$ cat config.mk
export PLATFORM = sky130hd
export DESIGN_NAME = seven_segment_decoder
export DESIGN_NICKNAME = d
export VERILOG_FILES = /design/src/rtl/sevseg_pkg.sv /design/src/rtl/sevseg_glyph_decode.sv /design/src/rtl/seven_segment_decoder.sv
export SDC_FILE = /design/constraint.sdc
export NUM_CORES = 1
export LEC_CHECK = 0
export BUFFER_PORTS_ARGS = -buffer_cell sky130_fd_sc_hd__buf_2
export CAP_MARGIN = 20
export CORE_MARGIN = 1.5
export CORE_UTILIZATION = 57
export DETAILED_ROUTE_END_ITERATION = 12
export MAX_ROUTING_LAYER = met4
export PLACE_DENSITY = 0.84
export SLEW_MARGIN = 40
export SYNTH_ARGS = -nofsm -noshare
export SYNTH_HDL_FRONTEND = slang
export SYNTH_SLANG_ARGS = --single-unit
$ cat constraint.sdc
create_clock -name clk_in -period 4.5 [get_ports clk_in]
set_input_delay 0.225 -clock clk_in [delete_from_list [all_inputs] [get_ports clk_in]]
set_output_delay 0.225 -clock clk_in [all_outputs]
set_load 0.1 [all_outputs]
$ cat src/rtl/sevseg_pkg.sv
// Shared definitions for the seven-segment scan receiver: the hex glyph table,
// the digit positions inside one scan frame and the frame FSM states.
package sevseg_pkg;

  // Active-high segment patterns in {g,f,e,d,c,b,a} order, indexed by hex value.
  localparam logic [6:0] HEX_GLYPH [16] = '{
    7'b0111111, 7'b0000110, 7'b1011011, 7'b1001111,
    7'b1100110, 7'b1101101, 7'b1111101, 7'b0000111,
    7'b1111111, 7'b1101111, 7'b1110111, 7'b1111100,
    7'b0111001, 7'b1011110, 7'b1111001, 7'b1110001
  };

  // Position of each field in the 8-digit scan, by anode bit.
  localparam logic [2:0] SUIT_GLYPH = 3'd0;
  localparam logic [2:0] RANK_GLYPH = 3'd1;
  localparam logic [2:0] PAD_LO     = 3'd2;
  localparam logic [2:0] SUIT_ONES  = 3'd3;
  localparam logic [2:0] SUIT_TENS  = 3'd4;
  localparam logic [2:0] PAD_HI     = 3'd5;
  localparam logic [2:0] RANK_ONES  = 3'd6;
  localparam logic [2:0] RANK_TENS  = 3'd7;

  typedef enum logic [1:0] {
    IDLE,
    CAPTURE,
    DONE
  } frame_state_e;

endpackage

$ cat src/rtl/sevseg_glyph_decode.sv
// Reverse lookup of a 7-bit active-high glyph into its hex value.
// A glyph that matches no table entry reports hit=0 and value=0.
module sevseg_glyph_decode
  import sevseg_pkg::*;
(
  input  logic [6:0] glyph,
  output logic       hit,
  output logic [3:0] value
);

  // Table entries are unique, so at most one index can match.
  always_comb begin
    hit   = 1'b0;
    value = 4'd0;
    for (int i = 0; i < 16; i++) begin
      if (glyph == HEX_GLYPH[i]) begin
        hit   = 1'b1;
        value = 4'(i);
      end
    end
  end

endmodule

$ cat src/rtl/seven_segment_decoder.sv
// Loopback monitor for the 8-digit multiplexed seven-segment display.
// Samples the active-low anode/cathode pins, waits for each digit to settle,
// rebuilds one scan frame and reports it with a frame_valid or frame_error pulse.
// Optional feature macro SEVSEG_DECODE_CHECK_EN: when defined, a finished frame
// is additionally checked for "F" pad glyphs and decimal score glyphs, and a
// failing frame pulses frame_error and leaves the outputs untouched.
module seven_segment_decoder
  import sevseg_pkg::*;
#(
  parameter int unsigned SETTLE_CYCLES = 16
) (
  input  logic       clk_in,
  input  logic       rst_in,
  input  logic [6:0] cat_in,
  input  logic [7:0] an_in,
  output logic [6:0] suit_glyph,
  output logic [6:0] rank_glyph,
  output logic [6:0] suit_score,
  output logic [6:0] rank_score,
  output logic       frame_valid,
  output logic       frame_error
);

  localparam logic [15:0] ACCEPT_CNT = 16'(SETTLE_CYCLES - 1);

  // tens*10 + ones, saturated to the two-digit range.
  function automatic logic [6:0] combine_score(input logic [3:0] tens,
                                               input logic [3:0] ones);
    logic [7:0] t8;
    logic [7:0] sum;
    t8  = {4'd0, tens};
    sum = (t8 << 3) + (t8 << 1) + {4'd0, ones};
    return (sum > 8'd99) ? 7'd99 : sum[6:0];
  endfunction

  logic [7:0]   an_s1_q, an_s2_q;
  logic [6:0]   cat_s1_q, cat_s2_q;
  logic [15:0]  cnt_d, cnt_q;
  logic         lines_moving;
  logic [7:0]   sel;
  logic [6:0]   seg;
  logic         dwell_done, dig_acc, multi_acc;
  logic [2:0]   dig_idx;

  frame_state_e state_q;
  logic [2:0]   exp_digit_q;
  logic [6:0]   glyph_q [8];
  logic [6:0]   suit_glyph_q, rank_glyph_q, suit_score_q, rank_score_q;
  logic         frame_valid_q, frame_error_q;

  logic         so_hit, st_hit, ro_hit, rt_hit;
  logic [3:0]   so_val, st_val, ro_val, rt_val;
  logic [6:0]   suit_score_d, rank_score_d;
  logic         frame_ok;

  // Two-flop synchronizer; reset to the undriven (all lines high) state.
  always_ff @(posedge clk_in or posedge rst_in) begin
    if (rst_in) begin
      an_s1_q  <= 8'hFF;
      an_s2_q  <= 8'hFF;
      cat_s1_q <= 7'h7F;
      cat_s2_q <= 7'h7F;
    end else begin
      an_s1_q  <= an_in;
      an_s2_q  <= an_s1_q;
      cat_s1_q <= cat_in;
      cat_s2_q <= cat_s1_q;
    end
  end

  // Settle counter: zero on the first cycle a new value reaches the second
  // stage, then counts the cycles that value has held, saturating so that a
  // long dwell passes the acceptance point exactly once.
  always_comb begin
    lines_moving = (an_s1_q != an_s2_q) || (cat_s1_q != cat_s2_q);
    cnt_d        = cnt_q;
    if (lines_moving) begin
      cnt_d = 16'd0;
    end else if (cnt_q != 16'hFFFF) begin
      cnt_d = cnt_q + 16'd1;
    end
  end

  // Settle counter register.
  always_ff @(posedge clk_in or posedge rst_in) begin
    if (rst_in) begin
      cnt_q <= 16'd0;
    end else begin
      cnt_q <= cnt_d;
    end
  end

  // Classify a settled dwell: gap (no anode), single digit, or multi-hot.
  always_comb begin
    sel        = ~an_s2_q;
    seg        = ~cat_s2_q;
    dwell_done = (cnt_q == ACCEPT_CNT);
    dig_idx    = 3'd0;
    for (int i = 0; i < 8; i++) begin
      if (sel[i]) dig_idx = 3'(i);
    end
    dig_acc   = dwell_done && (sel != 8'd0) && ((sel & (sel - 8'd1)) == 8'd0);
    multi_acc = dwell_done && (sel != 8'd0) && ((sel & (sel - 8'd1)) != 8'd0);
  end

  sevseg_glyph_decode u_suit_ones (.glyph(glyph_q[SUIT_ONES]), .hit(so_hit), .value(so_val));
  sevseg_glyph_decode u_suit_tens (.glyph(glyph_q[SUIT_TENS]), .hit(st_hit), .value(st_val));
  sevseg_glyph_decode u_rank_ones (.glyph(glyph_q[RANK_ONES]), .hit(ro_hit), .value(ro_val));
  sevseg_glyph_decode u_rank_tens (.glyph(glyph_q[RANK_TENS]), .hit(rt_hit), .value(rt_val));

  // Scores from the captured digits and the end-of-frame acceptance check.
  always_comb begin
    suit_score_d = combine_score(st_hit ? st_val : 4'd0, so_hit ? so_val : 4'd0);
    rank_score_d = combine_score(rt_hit ? rt_val : 4'd0, ro_hit ? ro_val : 4'd0);
`ifdef SEVSEG_DECODE_CHECK_EN
    frame_ok = (glyph_q[PAD_LO] == HEX_GLYPH[15]) && (glyph_q[PAD_HI] == HEX_GLYPH[15]) &&
               so_hit && (so_val <= 4'd9) && st_hit && (st_val <= 4'd9) &&
               ro_hit && (ro_val <= 4'd9) && rt_hit && (rt_val <= 4'd9);
`else
    frame_ok = 1'b1;
`endif
  end

  // Frame FSM: collects digits 0..7 in order, then publishes the frame.
  always_ff @(posedge clk_in or posedge rst_in) begin
    if (rst_in) begin
      state_q       <= IDLE;
      exp_digit_q   <= 3'd0;
      glyph_q       <= '{default: 7'd0};
      suit_glyph_q  <= 7'd0;
      rank_glyph_q  <= 7'd0;
      suit_score_q  <= 7'd0;
      rank_score_q  <= 7'd0;
      frame_valid_q <= 1'b0;
      frame_error_q <= 1'b0;
    end else begin
      frame_valid_q <= 1'b0;
      frame_error_q <= 1'b0;
      case (state_q)
        IDLE: begin
          if (dig_acc && (dig_idx == SUIT_GLYPH)) begin
            glyph_q[SUIT_GLYPH] <= seg;
            exp_digit_q         <= 3'd1;
            state_q             <= CAPTURE;
          end
        end
        CAPTURE: begin
          if (multi_acc) begin
            frame_error_q <= 1'b1;
            state_q       <= IDLE;
          end else if (dig_acc) begin
            if (dig_idx == exp_digit_q) begin
              glyph_q[dig_idx] <= seg;
              exp_digit_q      <= exp_digit_q + 3'd1;
              if (dig_idx == RANK_TENS) state_q <= DONE;
            end else if (dig_idx == SUIT_GLYPH) begin
              // A fresh digit 0 abandons the partial frame and starts over.
              frame_error_q       <= 1'b1;
              glyph_q[SUIT_GLYPH] <= seg;
              exp_digit_q         <= 3'd1;
            end else begin
              frame_error_q <= 1'b1;
              state_q       <= IDLE;
            end
          end
        end
        DONE: begin
          if (frame_ok) begin
            suit_glyph_q  <= glyph_q[SUIT_GLYPH];
            rank_glyph_q  <= glyph_q[RANK_GLYPH];
            suit_score_q  <= suit_score_d;
            rank_score_q  <= rank_score_d;
            frame_valid_q <= 1'b1;
          end else begin
            frame_error_q <= 1'b1;
          end
          state_q <= IDLE;
        end
        default: state_q <= IDLE;
      endcase
    end
  end

  assign suit_glyph  = suit_glyph_q;
  assign rank_glyph  = rank_glyph_q;
  assign suit_score  = suit_score_q;
  assign rank_score  = rank_score_q;
  assign frame_valid = frame_valid_q;
  assign frame_error = frame_error_q;

endmodule

==> results_dict.tcl, run 1 <==
set metrics [dict create \
    timing.reg2reg.setup_slack_ps 620 \
    detail_route.first_pass.iterations 5 \
    fin_max_slew_vios 0 \
    ctsHtreeMaxLevel 4 \
    initial_core_util_pct 58.0 \
    die_h_um 110 \
    setup.worst_path.start "glyph_q[24]" \
    drc 0 \
    synth_top_flop_cell "sky130_fd_sc_hd__dfrtp_1" \
    cell_internal_pwr_uw 1980 \
    clock-root-buffer "sky130_fd_sc_hd__clkbuf_16" \
    number_of_global_route_vias_before_repair 5031 \
    rows 39 \
    synth-edff-count 0 \
    achievable_clock_frequency_mhz 258 \
    first_pass_grt_wire_length_mm 23.9 \
    pwr_density_cell_nw_per_um2 330 \
    antenna_found_initial 0 \
    crit_path_start_kind "flop" \
    yosys_warnings 0 \
    end_kind "flop" \
    cts.sink_count 123 \
    slew_headroom_pct 46.1 \
    critical_path_peak_fanout 11 \
    worst_r2r_startpoint "glyph_q[24]" \
    slowest_cell_on_the_critical_path "sky130_fd_sc_hd__fa_1" \
    power_frac_seq_pct 46.2 \
    critical_path_sink "suit_score[1]" \
    synth-seq-cells 123 \
    net_switching_power_uw 527 \
    final_net_count 758 \
    r2r_cells 14 \
    synth_area_um2 6570 \
    critPathArrivalTime_ps 4180 \
    core_um2 11300 \
    global_route.overflow_total 0 \
    grt_max_degree 81 \
    timing_hold_violations_final 0 \
    mostFrequentLayoutCell "sky130_fd_sc_hd__dfrtp_1" \
    max_cap_viol_count 0 \
    syn-mean-instance-area_um2 9.74 \
    layout-drive-gt1-share_pct 17.0 \
    min_delay_path_depth 0 \
    postCtsSetupRepairBufs 0 \
    most-common-layout-cells "sky130_fd_sc_hd__dfrtp_1, sky130_fd_sc_hd__nand2_1, sky130_fd_sc_hd__inv_1" \
    outcome "complete, no violations" \
    crit_path_max_incr_delay_ps 590 \
    fin_skew_ps 18.8 \
    cts_tree "built" \
    power_switching_share_pct 21.0 \
    io_pins 47 \
    wire_length_per_cell_um 16.3 \
    post-route-min-period_ps 3880 \
    inserted_clock_buffers 17 \
    setup_total_negative_slack_ps 0 \
    drt.antenna.violating_nets 0 \
    min-delay-path-class "flop to flop" \
    numPortBuffers 46 \
    buffer_levels_on_the_longest_clock_path 2 \
    clk-insertion-delay-late_ps 420 \
    n_antenna_cell 0 \
    tcrit_tclk_final_pct 86.3 \
    tightestPinTransition_ps 807 \
    finalWirelength_mm 14.4 \
    global_route.usage.total_pct 26.4 \
    vias_post_dr 5328 \
    ff_latch_area_um2 3120 \
    postSynth.asyncResetShare_pct 100 \
    grt_setup_unrepaired "no" \
    path_cells "or3b_2 -> or2_2 -> a21boi_0 -> nand3_1 -> xnor2_1 -> ha_1 -> inv_1 -> fa_1 -> nor3b_1 -> o21ai_0 -> a31oi_1 -> nor2_1 -> a311o_1 -> o22a_1" \
    die_area_um2 12200 \
    place_hpwl_mm 9.88 \
    synth.lib_cells_used.distinct 76 \
    routabilityCongestion 0.958 \
    setup_viol 0 \
    synth-seq-area-share_pct 47.4 \
    clkTransAtPathRegs_ps 50 \
    power.static_leakage_uw 0.00348 \
    postSynthNetCount 706 \
    final_core_utilization_pct 67.2 \
    vdd_ir_max_mv 0.298 \
    path_class "flop to flop" \
    layout.filler_cells 846 \
    first_iter_violations 410 \
    power.combinational.fraction_pct 2.4 \
    required_ps 4800 \
    dieWidth_um 110 \
    multiInputGateArea_um2 3140 \
    synth_cells 675 \
    worstReg2RegEnd "suit_score[1]" \
    power_frac_clock_pct 51.4 \
    routed_via_density 6.03 \
    area_delta_synth_final_pct 15.7 \
]
[layout make-up]
cell class	count	share of cell area, %
clock buffers	26	7.13
clock inverters	6	0.428
inverters	48	2.44
multi-input cells	473	41.3
flip-flops and latches	123	41.0
well taps	143	2.35
repair buffers	64	5.33
[state kept, by name (all words and copies together) (netlist names)]
register,count
rank_glyph,7
frame_error,1
exp_digit_q,3
an_s1_q,8
frame_valid,1
an_s2_q,8
state_q,2
suit_glyph,7
cnt_q,16
cat_s2_q,7
glyph_q,42
rank_score,7
suit_score,7
cat_s1_q,7
[cell families (layout without fill, tap and decap cells)]
group | after synthesis | in the layout | share of synthesized area (%)
AOI/OAI and AO/OA | 123 | 123 | 13.0
xor gates and xnor gates | 41 | 41 | 5.46
adders and majority gates | 15 | 15 | 3.05
buffers and inverters | 79 | 144 | 4.76
DFF | 123 | 123 | 47.4
muxes | 39 | 39 | 5.98
and+or+nand+nor | 255 | 255 | 20.3
[cell usage after synthesis (all sizes together), types with 12 or more instances]
| cell type | count | share of area [%] |
|---|---|---|
| a21oi | 21 | 1.6 |
| clkbuf | 23 | 1.3 |
| dfrtp | 93 | 35 |
| dfstp | 30 | 12 |
| ha | 12 | 2.3 |
| inv | 48 | 2.7 |
| mux2i | 37 | 5.6 |
| nand2 | 89 | 5.1 |
| nand2b | 12 | 1.1 |
| nand3 | 16 | 1.2 |
| nand4 | 21 | 2.3 |
| nor2 | 37 | 2.1 |
| nor3 | 14 | 1.1 |
| nor4 | 17 | 1.9 |
| o21ai | 36 | 2.7 |
| xnor2 | 13 | 1.7 |
| xor2 | 28 | 3.7 |
[metal layers]
metal  track usage, %  vias up  share of wire [%]
met3             5.76       33                5.0
met4             10.8        0                2.0
met2             41.0      216                 50
li1                 -     2495                  -
met5                -        -                  0
met1             33.6     2584                 43
[power groups by stage]
stage,sequential (uW),combinational (uW),clock (uW)
after floorplan,1160,38.2,0
after global placement,1170,47.6,0
after detailed placement,1180,50.0,0
after CTS,1160,61.4,1300
after global routing,1160,69.2,1360
final,1160,60.6,1290
[timing repair]
action / in CTS / in global routing
hold buffers: 16 / 0
gates resized for setup: 0 / 0
hold endpoints to repair: 91 / 0
[metrics by stage]
stage | setup WS, ps | instance area, um^2 | power, uW | std cells | hold WS [ps]
2_1_floorplan | 964 | 6570 | 1200 | 675 | 229
3_3_place_gp | 791 | 6870 | 1220 | 835 | 329
3_5_place_dp | 656 | 6870 | 1230 | 835 | 331
4_1_cts | 644 | 7600 | 2520 | 883 | 370
5_1_grt | 356 | 7600 | 2590 | 883 | 375
6_report | 617 | 7600 | 2510 | 883 | 366
[critical path: cells and delay by family (launching register included)]
| family | cells | cell delay, ps |
|---|---|---|
| xor+xnor | 1 | 90 |
| simple gates | 5 | 1190 |
| fa+ha+maj | 2 | 900 |
| compound gates | 5 | 1030 |
| buf+inv | 1 | 60 |
| flops | 1 | 490 |
[how the worst min path moves through the flow]
stage / start / end
after floorplan: an_in[0] / an_s1_q[0]
after global placement: an_in[7] / an_s1_q[7]
after detailed placement: an_in[7] / an_s1_q[7]
after CTS: cat_s1_q[0] / cat_s2_q[0]
after global routing: cat_s1_q[0] / cat_s2_q[0]
final: cat_s1_q[0] / cat_s2_q[0]
No activity file was read; power rests on OpenSTA's default activity.
==> run 2: changes to the inputs <==
Clock period 4.5 ns to 4.8 ns, I/O delays scaled along.
==> results_dict.tcl, run 2 (synthesis results as in run 1) <==
set metrics [dict create \
    outcome "complete, no violations" \
    cts_resized 0 \
    post-route-min-period_ps 3930 \
    crit_path_start_kind "flop" \
    first_pass_grt_wire_length_mm 24.7 \
    power_switching_share_pct 21.1 \
    flip_flop_count_of_the_largest_register_after_layout 42 \
    place_hpwl_mm 9.85 \
    fin_skew_ps 6.80 \
    routabilityCongestion 0.966 \
    rows 39 \
    worst_r2r_startpoint "glyph_q[24]" \
    clk-insertion-delay-late_ps 420 \
    drt.antenna.violating_nets 0 \
    setup_viol 0 \
    timing_hold_violations_final 0 \
    grt_max_degree 77 \
    power.static_leakage_uw 0.00351 \
    layout-drive-gt1-share_pct 17.6 \
    tightestPinTransition_ps 706 \
    first_iter_violations 464 \
    mostFrequentLayoutCell "sky130_fd_sc_hd__dfrtp_1" \
    vdd_ir_max_mv 0.287 \
    clkTransAtPathRegs_ps 50 \
    area_delta_synth_final_pct 16.3 \
    io_pins 47 \
    dieWidth_um 110 \
    n_antenna_cell 0 \
    inserted_clock_buffers 17 \
    tcrit_tclk_final_pct 81.9 \
    final_net_count 758 \
    die_h_um 110 \
    max_flop_register "glyph_q" \
    initial_core_util_pct 58.0 \
    setup.worst_path.start "glyph_q[24]" \
    setup_total_negative_slack_ps 0 \
    net_switching_power_uw 509 \
    antenna_found_initial 0 \
    slew_headroom_pct 52.5 \
    ctsHtreeMaxLevel 4 \
    clock-root-buffer "sky130_fd_sc_hd__clkbuf_16" \
    layout_top_registers "glyph_q: 42 flops, cnt_q: 16 flops" \
    achievable_clock_frequency_mhz 254 \
    global_route.usage.total_pct 27.1 \
    wire_length_per_cell_um 16.2 \
    buffer_levels_on_the_longest_clock_path 2 \
    grt_setup_unrepaired "no" \
    critPathArrivalTime_ps 4230 \
    power_frac_clock_pct 52.7 \
    end_kind "flop" \
    critical_path_peak_fanout 11 \
    dpl_cell_area_um2 6870 \
    pwr_density_cell_nw_per_um2 316 \
    cts_tree "built" \
    number_of_global_route_vias_before_repair 5209 \
    postLayoutCellArea_um2 7640 \
    numPortBuffers 46 \
    min-delay-path-class "flop to flop" \
    fin_max_slew_vios 0 \
    vias_post_dr 5240 \
    cts.sink_count 123 \
    max_cap_viol_count 0 \
    path_class "flop to flop" \
    cell_internal_pwr_uw 1910 \
    finalWirelength_mm 14.3 \
    most-common-layout-cells "sky130_fd_sc_hd__dfrtp_1, sky130_fd_sc_hd__nand2_1, sky130_fd_sc_hd__inv_1" \
    power_frac_seq_pct 44.9 \
    min-delay-start "cat_s1_q[2]" \
    drc 0 \
    detail_route.first_pass.iterations 5 \
    required_ps 5100 \
    global_route.overflow_total 0 \
    power.combinational.fraction_pct 2.3 \
    die_area_um2 12200 \
    routed_via_density 5.93 \
    core_um2 11300 \
]
## run 2: critical path, stage by stage, from the launching register on
cell	delay [ps]
sky130_fd_sc_hd__dfrtp_1	520
sky130_fd_sc_hd__or3b_2	490
sky130_fd_sc_hd__or2_2	290
sky130_fd_sc_hd__a21boi_0	120
sky130_fd_sc_hd__nand3_1	140
sky130_fd_sc_hd__xnor2_1	80
sky130_fd_sc_hd__ha_1	320
sky130_fd_sc_hd__inv_1	70
sky130_fd_sc_hd__fa_1	600
sky130_fd_sc_hd__nor3b_1	200
sky130_fd_sc_hd__o21ai_0	130
sky130_fd_sc_hd__a31oi_1	170
sky130_fd_sc_hd__nor2_1	60
sky130_fd_sc_hd__a311o_1	420
sky130_fd_sc_hd__o22a_1	200
## run 2: area by class of cell
cell class | instances | area [um^2]
Multi-Input combinational cell | 473 | 3150
Sequential cell | 123 | 3120
Clock buffer | 23 | 564
Fill cell | 832 | 3680
Clock inverter | 9 | 47.5
Inverter | 48 | 185
Tap cell | 143 | 179
Timing Repair Buffer | 64 | 405
## run 2: worst paths after layout
check                                 to  slack [ps]  depth (start not counted)
min in group asynchronous  suit_glyph[5]         460                          3
max reg2reg                suit_score[1]         870                         14
max in group asynchronous  rank_score[6]        3240                          4
min                          cat_s2_q[2]         370                          0
max                        suit_score[1]         870                         14
min reg2reg                  cat_s2_q[2]         370                          0
## run 2: power by group through the flow
stage | combinational, uW | sequential (uW) | clock [uW]
after detailed placement | 47.1 | 1100 | 0
after global routing | 64.9 | 1090 | 1350
after global placement | 44.5 | 1100 | 0
after floorplan | 35.8 | 1090 | 0
final | 56.7 | 1090 | 1270
after CTS | 57.5 | 1090 | 1290
## run 2: repair_timing
item	in CTS	in global routing
buffers inserted	0	0
hold endpoints to repair	60	0
hold buffers	16	0
endpoints found under the setup margin	0	0
## run 2: per-stage QoR
| step | instances | setup WS [ps] | total power, uW | util (%) | hold WS, ps |
|---|---|---|---|---|---|
| 2_1_floorplan | 675 | 1260 | 1120 | - | 244 |
| 3_3_place_gp | 835 | 1090 | 1150 | 60.6 | 345 |
| 3_5_place_dp | 835 | 919 | 1150 | 60.7 | 346 |
| 4_1_cts | 883 | 904 | 2430 | 67.5 | 370 |
| 5_1_grt | 883 | 570 | 2500 | 67.5 | 373 |
| 6_report | 883 | 868 | 2420 | 67.5 | 368 |
## run 2: routing by layer
metal	part of all wire, %	track usage (%)	vias to the layer above
met2	51	42.9	154
met3	4.2	5.88	30
li1	-	-	2492
met1	43	33.9	2564
met5	0	-	-
met4	1.8	10.7	0
